--- config.mk ---
export PLATFORM = sky130hd
export DESIGN_NAME = control_unit_exc
export DESIGN_NICKNAME = d
export VERILOG_FILES = /design/src/rtl/control_unit_exc.sv
export SDC_FILE = /design/constraint.sdc
export NUM_CORES = 1
export LEC_CHECK = 0
export CORE_AREA = 2 2 62 64
export DETAILED_ROUTE_END_ITERATION = 6
export DIE_AREA = 0 0 64 66
export PLACE_DENSITY = 0.79
export SLEW_MARGIN = 20
export SYNTH_ARGS = -nofsm -noshare
export SYNTH_HDL_FRONTEND = slang
export SYNTH_SLANG_ARGS = --single-unit
--- constraint.sdc ---
create_clock -name clk -period 3.6 [get_ports clk]
set_clock_uncertainty 0.05 [all_clocks]
set_input_delay 0.72 -clock clk [delete_from_list [all_inputs] [get_ports clk]]
set_output_delay 0.72 -clock clk [all_outputs]
set_load 0.02 [all_outputs]
--- src/rtl/control_unit_exc.sv ---
// Multicycle MIPS-subset control unit with precise exceptions.
// Covers illegal opcodes, ALU overflow, divide-by-zero and MULT/DIV timeouts; all trap through EXC.
//
// state     | meaning
// FETCH     | read instruction, PC += 4 on the last wait cycle
// DECODE    | register read, branch target into ALUOut, dispatch
// MEM_ADDR  | base + imm for lw/sw
// MEM_READ  | data read, held MEM_WAIT+1 cycles
// LW_WB     | MDR -> rt
// SW_WRITE  | data write, held MEM_WAIT+1 cycles
// R_EXEC    | R-type ALU operation
// I_EXEC    | addi ALU operation
// LUI_EXEC  | lui ALU operation
// WB        | ALUOut -> rd (R-type) or rt
// BRANCH    | beq/bne compare and conditional PC load
// JUMP      | j / jr
// JAL       | $31 = PC, PC = jump target
// MD_START  | start pulse to multiplier or divider
// MD_WAIT   | wait for done with timeout
// MF_WB     | HI/LO -> rd
// EXC       | EPC = PC-4, Cause load, PC = exception vector
module control_unit_exc #(
  parameter int unsigned MEM_WAIT   = 0,
  parameter int unsigned MD_TIMEOUT = 40,
  parameter bit          EXC_ENABLE = 1'b1
) (
  input  logic       clk,
  input  logic       reset,
  input  logic [5:0] opcode,
  input  logic [5:0] funct,
  input  logic       alu_overflow_in,
  input  logic       mult_done_in,
  input  logic       div_done_in,
  input  logic       div_by_zero_in,
  output logic       PCWrite,
  output logic       PCWriteCond,
  output logic       PCWriteCondNeg,
  output logic       IorD,
  output logic       MemRead,
  output logic       MemWrite,
  output logic       IRWrite,
  output logic       RegWrite,
  output logic       ALUSrcA,
  output logic       HIWrite,
  output logic       LOWrite,
  output logic       MultStart,
  output logic       DivStart,
  output logic [1:0] RegDst,
  output logic [1:0] ALUSrcB,
  output logic [3:0] ALUOp,
  output logic [2:0] PCSource,
  output logic [1:0] WBDataSrc,
  output logic       EPCWrite,
  output logic       CauseWrite,
  output logic [2:0] ExcCause
);

  localparam logic [5:0] OP_RTYPE = 6'b000000;
  localparam logic [5:0] OP_J     = 6'b000010;
  localparam logic [5:0] OP_JAL   = 6'b000011;
  localparam logic [5:0] OP_BEQ   = 6'b000100;
  localparam logic [5:0] OP_BNE   = 6'b000101;
  localparam logic [5:0] OP_ADDI  = 6'b001000;
  localparam logic [5:0] OP_LUI   = 6'b001111;
  localparam logic [5:0] OP_LW    = 6'b100011;
  localparam logic [5:0] OP_SW    = 6'b101011;

  localparam logic [5:0] FN_JR    = 6'b001000;
  localparam logic [5:0] FN_MFHI  = 6'b010000;
  localparam logic [5:0] FN_MFLO  = 6'b010010;
  localparam logic [5:0] FN_MULT  = 6'b011000;
  localparam logic [5:0] FN_DIV   = 6'b011010;
  localparam logic [5:0] FN_ADD   = 6'b100000;
  localparam logic [5:0] FN_SUB   = 6'b100010;
  localparam logic [5:0] FN_AND   = 6'b100100;
  localparam logic [5:0] FN_SLT   = 6'b101010;

  localparam logic [3:0] ALU_ADD = 4'b0010;
  localparam logic [3:0] ALU_SUB = 4'b0110;
  localparam logic [3:0] ALU_AND = 4'b0000;
  localparam logic [3:0] ALU_SLT = 4'b0111;
  localparam logic [3:0] ALU_LUI = 4'b1100;

  localparam logic [2:0] CAUSE_NONE    = 3'b000;
  localparam logic [2:0] CAUSE_ILLEGAL = 3'b001;
  localparam logic [2:0] CAUSE_OVF     = 3'b010;
  localparam logic [2:0] CAUSE_DIV0    = 3'b011;
  localparam logic [2:0] CAUSE_MD_TMO  = 3'b100;

  typedef enum logic [4:0] {
    S_FETCH, S_DECODE, S_MEM_ADDR, S_MEM_READ, S_LW_WB, S_SW_WRITE,
    S_R_EXEC, S_I_EXEC, S_LUI_EXEC, S_WB, S_BRANCH, S_JUMP, S_JAL,
    S_MD_START, S_MD_WAIT, S_MF_WB, S_EXC
  } state_t;

  state_t     state;
  logic [7:0] wait_cnt;
  logic [2:0] cause_q;

  logic is_rtype, r_add, r_sub, r_and, r_slt, r_jr, r_mult, r_div, r_mfhi, r_mflo;
  logic mem_last, md_done, md_timeout, div0_trap;

  assign is_rtype = (opcode == OP_RTYPE);
  assign r_add    = is_rtype && (funct == FN_ADD);
  assign r_sub    = is_rtype && (funct == FN_SUB);
  assign r_and    = is_rtype && (funct == FN_AND);
  assign r_slt    = is_rtype && (funct == FN_SLT);
  assign r_jr     = is_rtype && (funct == FN_JR);
  assign r_mult   = is_rtype && (funct == FN_MULT);
  assign r_div    = is_rtype && (funct == FN_DIV);
  assign r_mfhi   = is_rtype && (funct == FN_MFHI);
  assign r_mflo   = is_rtype && (funct == FN_MFLO);

  // One shared counter times memory waits and the MULT/DIV watchdog; it is cleared on every state change.
  assign mem_last   = (wait_cnt == 8'(MEM_WAIT));
  assign md_timeout = (wait_cnt == 8'(MD_TIMEOUT - 1));
  assign md_done    = r_mult ? mult_done_in : div_done_in;
  assign div0_trap  = EXC_ENABLE && r_div && div_by_zero_in;

  always_ff @(posedge clk or posedge reset) begin
    if (reset) begin
      state    <= S_FETCH;
      wait_cnt <= '0;
      cause_q  <= CAUSE_NONE;
    end else begin
      wait_cnt <= '0;
      unique case (state)
        S_FETCH: begin
          if (mem_last) state <= S_DECODE;
          else          wait_cnt <= wait_cnt + 8'd1;
        end
        S_DECODE: begin
          if (opcode == OP_LW || opcode == OP_SW)       state <= S_MEM_ADDR;
          else if (opcode == OP_ADDI)                   state <= S_I_EXEC;
          else if (opcode == OP_LUI)                    state <= S_LUI_EXEC;
          else if (opcode == OP_BEQ || opcode == OP_BNE) state <= S_BRANCH;
          else if (opcode == OP_J)                      state <= S_JUMP;
          else if (opcode == OP_JAL)                    state <= S_JAL;
          else if (r_add || r_sub || r_and || r_slt)    state <= S_R_EXEC;
          else if (r_jr)                                state <= S_JUMP;
          else if (r_mult || r_div)                     state <= S_MD_START;
          else if (r_mfhi || r_mflo)                    state <= S_MF_WB;
          else if (EXC_ENABLE) begin
            state   <= S_EXC;
            cause_q <= CAUSE_ILLEGAL;
          end else begin
            state <= S_FETCH;
          end
        end
        S_MEM_ADDR: state <= (opcode == OP_LW) ? S_MEM_READ : S_SW_WRITE;
        S_MEM_READ: begin
          if (mem_last) state <= S_LW_WB;
          else          wait_cnt <= wait_cnt + 8'd1;
        end
        S_SW_WRITE: begin
          if (mem_last) state <= S_FETCH;
          else          wait_cnt <= wait_cnt + 8'd1;
        end
        S_R_EXEC: begin
          if (EXC_ENABLE && alu_overflow_in && (r_add || r_sub)) begin
            state   <= S_EXC;
            cause_q <= CAUSE_OVF;
          end else begin
            state <= S_WB;
          end
        end
        S_I_EXEC: begin
          if (EXC_ENABLE && alu_overflow_in) begin
            state   <= S_EXC;
            cause_q <= CAUSE_OVF;
          end else begin
            state <= S_WB;
          end
        end
        S_LUI_EXEC: state <= S_WB;
        S_MD_START: begin
          if (div0_trap) begin
            state   <= S_EXC;
            cause_q <= CAUSE_DIV0;
          end else begin
            state <= S_MD_WAIT;
          end
        end
        S_MD_WAIT: begin
          // A done arriving on the timeout cycle still completes the operation.
          if (md_done) begin
            state <= S_FETCH;
          end else if (md_timeout) begin
            if (EXC_ENABLE) begin
              state   <= S_EXC;
              cause_q <= CAUSE_MD_TMO;
            end else begin
              state <= S_FETCH;
            end
          end else begin
            wait_cnt <= wait_cnt + 8'd1;
          end
        end
        S_LW_WB, S_WB, S_BRANCH, S_JUMP, S_JAL, S_MF_WB, S_EXC: state <= S_FETCH;
        default: state <= S_FETCH;
      endcase
    end
  end

  always_comb begin
    PCWrite        = 1'b0;
    PCWriteCond    = 1'b0;
    PCWriteCondNeg = 1'b0;
    IorD           = 1'b0;
    MemRead        = 1'b0;
    MemWrite       = 1'b0;
    IRWrite        = 1'b0;
    RegWrite       = 1'b0;
    ALUSrcA        = 1'b1;
    HIWrite        = 1'b0;
    LOWrite        = 1'b0;
    MultStart      = 1'b0;
    DivStart       = 1'b0;
    RegDst         = 2'b00;
    ALUSrcB        = 2'b00;
    ALUOp          = 4'b0000;
    PCSource       = 3'b000;
    WBDataSrc      = 2'b00;
    EPCWrite       = 1'b0;
    CauseWrite     = 1'b0;
    ExcCause       = CAUSE_NONE;
    unique case (state)
      S_FETCH: begin
        MemRead = 1'b1;
        ALUSrcA = 1'b0;
        ALUSrcB = 2'b01;
        ALUOp   = ALU_ADD;
        PCWrite = mem_last;
        IRWrite = mem_last;
      end
      S_DECODE: begin
        ALUSrcB = 2'b11;
        ALUOp   = ALU_ADD;
      end
      S_MEM_ADDR, S_I_EXEC: begin
        ALUSrcB = 2'b10;
        ALUOp   = ALU_ADD;
      end
      S_MEM_READ: begin
        IorD    = 1'b1;
        MemRead = 1'b1;
      end
      S_SW_WRITE: begin
        IorD     = 1'b1;
        MemWrite = 1'b1;
      end
      S_LW_WB: begin
        RegWrite  = 1'b1;
        WBDataSrc = 2'b01;
      end
      S_R_EXEC: begin
        if (r_sub)      ALUOp = ALU_SUB;
        else if (r_and) ALUOp = ALU_AND;
        else if (r_slt) ALUOp = ALU_SLT;
        else            ALUOp = ALU_ADD;
      end
      S_LUI_EXEC: begin
        ALUSrcB = 2'b10;
        ALUOp   = ALU_LUI;
      end
      S_WB: begin
        RegWrite = 1'b1;
        RegDst   = is_rtype ? 2'b01 : 2'b00;
      end
      S_BRANCH: begin
        ALUOp          = ALU_SUB;
        PCSource       = 3'b001;
        PCWriteCond    = (opcode == OP_BEQ);
        PCWriteCondNeg = (opcode == OP_BNE);
      end
      S_JUMP: begin
        PCWrite  = 1'b1;
        PCSource = r_jr ? 3'b011 : 3'b010;
      end
      S_JAL: begin
        PCWrite  = 1'b1;
        RegWrite = 1'b1;
        RegDst   = 2'b10;
        PCSource = 3'b010;
        ALUSrcA  = 1'b0;
        ALUSrcB  = 2'b01;
      end
      S_MD_START: begin
        MultStart = r_mult;
        DivStart  = r_div && !div0_trap;
      end
      S_MD_WAIT: begin
        HIWrite = md_done;
        LOWrite = md_done;
      end
      S_MF_WB: begin
        RegWrite  = 1'b1;
        RegDst    = 2'b01;
        WBDataSrc = r_mflo ? 2'b11 : 2'b10;
      end
      S_EXC: begin
        EPCWrite   = 1'b1;
        CauseWrite = 1'b1;
        ExcCause   = cause_q;
        ALUSrcA    = 1'b0;
        ALUSrcB    = 2'b01;
        ALUOp      = ALU_SUB;
        PCWrite    = 1'b1;
        PCSource   = 3'b100;
      end
      default: begin
        ALUSrcA = 1'b1;
      end
    endcase
  end

endmodule

---- After elaboration in Yosys (flattened, before gate mapping) ----
Cells that the tools add are included.
operators by class
  mux-type cells .......................... 66
  eq/ne operators ......................... 53
  $add $sub $neg .......................... 1
  reduce and logical (&&, ||, !) cells .... 35
operator list
  operator               number
  $mux W5                18
  $mux W3                20
  $pmux W5 S10           1
  $eq A5 B4 Y1 const B   8
  $eq A6 B6 Y1 const B   6
  $ne A2 B2 Y1 const B   18
  $eq A6 B5 Y1 const B   4
  $mux W8                3
  $eq A5 B3 Y1 const B   4
  $eq A6 B4 Y1 const B   3
  $mux W1                16
  $pmux W4 S4            1
  $pmux W8 S2            1
  $reduce_and A16 Y1     1
  $pmux W3 S5            1
  $eq A6 B2 Y1 const B   2
  $eq A6 B3 Y1 const B   2
  $logic_and A1 B1 Y1    12
  $pmux W2 S3            2
  $pmux W3 S4            1
  $reduce_or A3 Y1       4
  $eq A5 B2 Y1 const B   2
  $add A8 B1 Y8 const B  1
  $eq A8 B6 Y1 const B   1
  other kinds (14)       23
storage, ports and cells
  output and inout port bits .............. 31
  word-level logic and storage cells ...... 158
  bits in registers ....................... 16
  input bits .............................. 18

---- Depth between registers and ports, before layout ----
Gate-level depths: netlist of run 1.
  word-level depth ........................ 14
  depth in mapped cells ................... 8
  mapped depth without buffers ............ 7

---- Worst setup path before layout of run 1 ----
No wires, ideal clock.
  kind .................................... input to output
  start ................................... input port opcode[0]
  end ..................................... output port LOWrite
  required time ........................... 2.830 ns
  path slack .............................. 0.258 ns
  data arrival time ....................... 2.572 ns
  cell stages on the path ................. 7
  buffers on the path ..................... 3
  cells stage by stage .................... buf_6 > or4_1 > buf_2 > nor4_4 > mux2i_1 > nor3_2 > buf_4
between the ends
  cells in the longest elaborated chain, start to end .. 4
RTL lines
  element              RTL line  source
  start: declaration   29        input logic [5:0] opcode,
  $logic_not A6 Y1     103       assign is_rtype = (opcode == OP_RTYPE);
  $logic_and A1 B1 Y1  109       assign r_mult = is_rtype && (funct == FN_MULT);
  $mux W1              117       assign md_done = r_mult ? mult_done_in : div_done_in;
  $mux W1              -
  end: declaration     45        output logic LOWrite,
Every way passes these cells.

---- Final worst setup path of run 1 ----
  start ................................... input port opcode[0]
  end ..................................... output port ALUOp[1]
between the ends
  cells in the longest elaborated chain, start to end .. 5
  elaborated cells on any way between the ends .. 6
  classes of those cells .................. 3 x mux; 3 x reduce/logical
RTL lines
  element               RTL line  source
  $logic_not A6 Y1 (*)  103
  $logic_and A1 B1 Y1   106       assign r_and = is_rtype && (funct == FN_AND);
  $mux W3               258       else if (r_and) ALUOp = ALU_AND;
  $mux W3 (*)           257       if (r_sub) ALUOp = ALU_SUB;
  $pmux W4 S4 (*)       227       unique case (state)
  end: declaration      50        output logic [3:0] ALUOp,
Mark *: on every way between the ends. The rest lies on a longest branch, timed or not.

==> results of run 1 <==
[report_power, final]
group	total, mW	switching [mW]	internal (mW)
combinational	0.596	0.326	0.270
sequential	0.246	0.0537	0.193
clock	0.120	0.0585	0.0618
total	0.963	0.438	0.525
[per-layer routing]
metal  up-vias  wire length (µm)  global-route usage [%]
met3        12               270                    3.75
li1        904                 -                       -
met5         -                 0                       0
met1       833              2090                    30.2
met4         0                84                    6.79
met2        71              2170                    37.8
[flip-flops by register name, summed over array words and instances (netlist names)]
name	cells
state	5
wait_cnt	8
cause_q	3
[layout make-up]
| class | count | area (µm²) |
|---|---|---|
| clock buffers | 4 | 36.3 |
| fillers | 312 | 1260 |
| inverters | 9 | 33.8 |
| multi-input cells | 179 | 1160 |
| flip-flops and latches | 16 | 400 |
| well taps | 48 | 60.1 |
| repair buffers | 67 | 596 |
[what timing repair did]
action,CTS,global route
gates resized for setup,18,11
setup buffers,1,0
cloned,0,0
pin swaps,2,2
endpoints found under the hold margin,0,0
setup endpoints to repair,10,7
hold buffers,0,0
[Yosys cell counts (all sizes together) (6+ instances only)]
cell type,number
nor2,30
nand2,17
dfrtp,16
nor3,13
nand3,11
nor2b,10
a21oi,9
inv,9
o21ai,9
mux2,7
buf,6
clkbuf,6
nand2b,6
[stage by stage]
stage | setup slack (ps) | hold slack [ps] | TNS (ps) | utilization, % | instance area [µm²]
floorplan | 258 | 404 | 0 | - | 1630
finish | 104 | 430 | 0 | 64.5 | 2290
detailed placement | -376 | 421 | -2260 | 63.2 | 2250
CTS | 9.68 | 433 | 0 | 64.6 | 2290
global placement | -331 | 417 | -2010 | 63.2 | 2250
global route | -5.45 | 473 | -5.45 | 64.5 | 2290
[cells in the final DEF (no fill, tap or decap), types with 5 or more instances in the layout]
cell type        netlist  layout
clkdlybuf4s50_1        0      38
nor2_1                30      29
buf_4                  2      19
nand2_1               17      17
dfrtp_1               16      16
nor3_1                12      12
nand3_1               11      11
inv_1                  9       9
nor2b_1                9       9
a21oi_1                9       9
o21ai_0                9       9
nand2b_1               6       6
mux2_2                 5       5
and3_1                 5       5
and2_1                 5       5
xnor2_1                5       5
[critical path, delay by kind of cell]
kind | cells | cell delay [ps]
buffers and inverters | 3 | 780
AND/OR/NAND/NOR | 3 | 820
AO/OA/AOI/OAI | 3 | 410
[kinds of logic after synthesis]
logic type | share of synthesized area [%]
simple gates | 39.6
compound gates | 17.7
buf+inv | 5.83
flops | 24.5
xor+xnor | 4.83
mux | 5.90
fa+ha+maj | 1.53
[worst min path at each step]
stage / startpoint / end / slack [ps]
floorplan: wait_cnt[0]$_DFF_PP0_ / wait_cnt[0]$_DFF_PP0_ / 400
global placement: wait_cnt[0]$_DFF_PP0_ / wait_cnt[0]$_DFF_PP0_ / 420
detailed placement: wait_cnt[0]$_DFF_PP0_ / wait_cnt[0]$_DFF_PP0_ / 420
CTS: wait_cnt[0]$_DFF_PP0_ / wait_cnt[0]$_DFF_PP0_ / 430
global route: wait_cnt[0]$_DFF_PP0_ / wait_cnt[0]$_DFF_PP0_ / 470
finish: wait_cnt[0]$_DFF_PP0_ / wait_cnt[0]$_DFF_PP0_ / 430
==> flow_summary.toml, run 1 <==
[placement]
dp.cells = 318
globalplace.congestion = 0.955
dpl.hpwl_um = 3640
portBuffers = 48

[yosys]
post_synth_num_cell_types = 54
synth_area_mm2 = 0.00163
synthArstFlopShare_pct = 100
seq_area_frac_synth_pct = 24.5
ys.flop_type = "dfrtp_1"
syn_inst = 216
synth_nets = 236
synthTopCellsByArea = "dfrtp_1, nor2_1, nand2_1"
netlist.area_leader.share_pct = 24.5
synth_seq_cells = 16
synth_area_leader_cell = "dfrtp_1"
postSynthAreaPerCell_um2 = 7.55
synth_edf_count = 0
ys_warn_count = 0

[global_routing]
grtUsageTotal_pct = 22.7
grt_pass1_wl_um = 7650
grt.overflow.total = 0
antenna_found_initial = 0
grt_pass1_vias = 1682
grt_max_degree = 20

[sta]
slew_headroom_pct = 59.6
slew_violations = 0
setup_viol = 0
min_period_over_period_pct = 97.1
final.min_clock_period_ps = 3500
max_slew.worst_pin.slew_ps = 605
hold_viol = 0
max_freq_ghz = 0.286

[layout]
layout.nets = 296
stdcell_count = 323
syn_to_final_growth_pct = 40.3
drive_above_1_share_pct = 17.8
antenna-diode-count = 0

[worst_setup_path]
cp-start-kind = "input port"
cp-startpoint = "opcode[0]"
cp_cell_sequence = "clkdlybuf4s50_1 > or4_4 > buf_4 > nor2_2 > nand4_1 > a31oi_1 > o22a_1 > o22ai_1 > buf_2"
crit_path_end = "ALUOp[1]"
crit_required_ps = 2830
r2r_setup_slack_ps = 1200
reg2reg_depth = 6
crit_path_end_kind = "primary output"
reg2reg_to = "cause_q[1]$_DFFE_PP0P_"
cp_max_fo = 4
cp_slowest_cell = "or4_4"
r2r-start = "state[0]$_DFFE_PP0P_"
path_class = "input port to primary output"
critPathMaxStageDelay_ps = 580
crit_arrival_ps = 2730

[floorplan]
io-pin-count = 49
num_rows = 22
fp.dieW_um = 64
initial_core_util_pct = 45.9
fp.dieArea_mm2 = 0.00422
fp.coreArea_mm2 = 0.00355
die_y_um = 66

[cts]
cts_tree = "yes"
cts.htree.levels = 1
clock_sink_count = 16
clock-root-buffer = "clkbuf_4"
clkLatencyLatePin_ps = 300
clockBufferDepth = 2
cts_buffers = 3
clk_pin_slew_ps = 90

[job]
max-cap-violations = 0

[routing]
via_per_inst = 5.63
finalWirelength_um = 4610
wire_per_inst_um = 14.3
drt_iter0_drc = 132
drt_pass1_iterations = 4
vias = 1820
ant_nets = 0
drc = 0

[min_path]
hold_class = "flip-flop to flip-flop"
hold_depth = 1

[outcome]
status = "finished, final reports clean"

[power_and_ir_drop]
total_power_uw = 963
ir_drop_v = 0.000249
cellPowerDensity_mw_per_mm2 = 420
p_leak_nw = 0.956
No activity file was read; power rests on OpenSTA's default activity.
==> run 2, diff against run 1 <==
- REMOVE_ABC_BUFFERS: not set -> 1
==> flow_summary.toml, run 2 (synthesized netlist as in run 1, its figures left out) <==
[outcome]
status = "finished, final reports clean"

[routing]
wire_per_inst_um = 14.0
drc = 0
vias = 1840
drt_iter0_drc = 137
ant_nets = 0
via_per_inst = 5.66
finalWirelength_um = 4550
drt_pass1_iterations = 4

[power_and_ir_drop]
ir_drop_v = 0.000224
switchingPower_uw = 428
p_leak_nw = 0.960
p_clk_share_pct = 9.5
combPwrFrac_pct = 63.7
internal_power_uw = 499
cellPowerDensity_mw_per_mm2 = 405
switching_share_pct = 46.2
power_frac_seq_pct = 26.9
total_power_uw = 927

[sta]
max_slew.worst_pin.slew_ps = 612
min_period_over_period_pct = 98.8
setup_tns_ps = 0
hold_viol = 0
rsz0062_at_grt = "false"
fin_ws_ps = 44.2
max_freq_ghz = 0.281
slew_violations = 0
final.min_clock_period_ps = 3560
slew_headroom_pct = 59.2
setup_viol = 0

[placement]
globalplace.congestion = 0.936
dpl.hpwl_um = 3620
dp.cells = 321
portBuffers = 48
place_ws_ps = -347

[floorplan]
initial_core_util_pct = 45.9
num_rows = 22
fp.dieArea_mm2 = 0.00422
fp.coreArea_mm2 = 0.00355
fp.dieW_um = 64
io-pin-count = 49
die_y_um = 66

[global_routing]
grt_pass1_wl_um = 7580
grt_pass1_vias = 1634
grt_use_met2_pct = 37.4
antenna_found_initial = 0
top_usage_layer = "met2"
grt_max_degree = 20
grtUsageTotal_pct = 22.3
grt.overflow.total = 0
use_met1_pct = 31.0
met3_usage_pct = 3.24

[worst_setup_path]
crit_path_end_kind = "primary output"
cp-startpoint = "funct[3]"
r2r-start = "state[0]$_DFFE_PP0P_"
path_class = "input port to primary output"
reg2reg_to = "cause_q[0]$_DFFE_PP0P_"
reg2reg_depth = 6
crit_required_ps = 2830
cp_max_fo = 3
cp-start-kind = "input port"
r2r_setup_slack_ps = 1190
crit_arrival_ps = 2790

[layout]
antenna-diode-count = 0
final_cell_mix = "clkdlybuf4s50_1, nor2_1, buf_4"
regMostFlops = "wait_cnt"
syn_to_final_growth_pct = 40.3
final_common_cell = "clkdlybuf4s50_1"
stdcell_count = 325
top_regs = "wait_cnt: 8 flops, state: 5 flops, cause_q: 3 flops"
drive_above_1_share_pct = 17.3
layout.nets = 299
largest_reg_flops = 8

[cts]
cts_buffers = 3
cts.htree.levels = 1
cts_hold_buf = 0
clk_pin_slew_ps = 80
cts_tree = "yes"
clkLatencyLatePin_ps = 280
clock-root-buffer = "clkbuf_4"
clock_sink_count = 16
clockBufferDepth = 2

[min_path]
hold_depth = 1
hold_class = "flip-flop to flip-flop"
hp-start = "wait_cnt[0]$_DFF_PP0_"
whs_endpoint = "wait_cnt[0]$_DFF_PP0_"

[job]
max-cap-violations = 0
==> run 2: cell types whose count changed in the layout (fill, tap and decap cells not counted), sizes merged <==
cell and change:
buf +1, clkbuf -1, dlygate4sd2 +3, dlymetal6s2s -1
==> run 2: worst max-delay path, stage by stage <==
cell	delay [ps]
clkdlybuf4s50_1	490
or3b_2	490
nor4_4	340
mux2i_2	320
nor3_2	90
dlygate4sd2_1	330
==> run 2: worst max-delay path by stage <==
stage	end	slack [ps]
2_1_floorplan	cause_q[0]$_DFFE_PP0P_	360
3_3_place_gp	LOWrite	-310
3_5_place_dp	HIWrite	-350
4_1_cts	HIWrite	20
5_1_grt	HIWrite	0.5
6_report	HIWrite	40
==> run 2: layout make-up <==
type,count,area (µm²)
flip-flops and latches,16,400
multi-input cells,179,1150
clock buffers,3,22.5
fillers,307,1260
repair buffers,70,622
well taps,48,60.1
inverters,9,33.8
==> run 2: stage by stage <==
stage                     hold WS, ps  util (%)  instance area (µm²)
after floorplan                   404         -                 1570
after global placement            421      63.9                 2270
after detailed placement          427      63.9                 2270
after CTS                         441      64.6                 2290
after global routing              466      64.4                 2290
final                             446      64.4                 2290
==> run 2: timing repair <==
item                                    4_1_cts  5_1_grt
pin swaps                                     0        1
cloned                                        0        0
gates resized for setup                      13        8
endpoints found under the setup margin       10        5
setup buffers                                 0        1
==> run 2: routing by layer <==
metal  wire length [µm]  vias up
li1                   -      907
met1               2090      850
met2               2150       79
met3                278        4
met4                 24        0
met5                  0        -
==> run 2: power groups by stage <==
stage | clock network [mW] | registers [mW] | logic (mW)
detailed placement | 0 | 0.250 | 0.592
CTS | 0.0900 | 0.247 | 0.587
global route | 0.0963 | 0.252 | 0.637
global placement | 0 | 0.249 | 0.590
finish | 0.0878 | 0.249 | 0.590
floorplan | 0 | 0.232 | 0.353
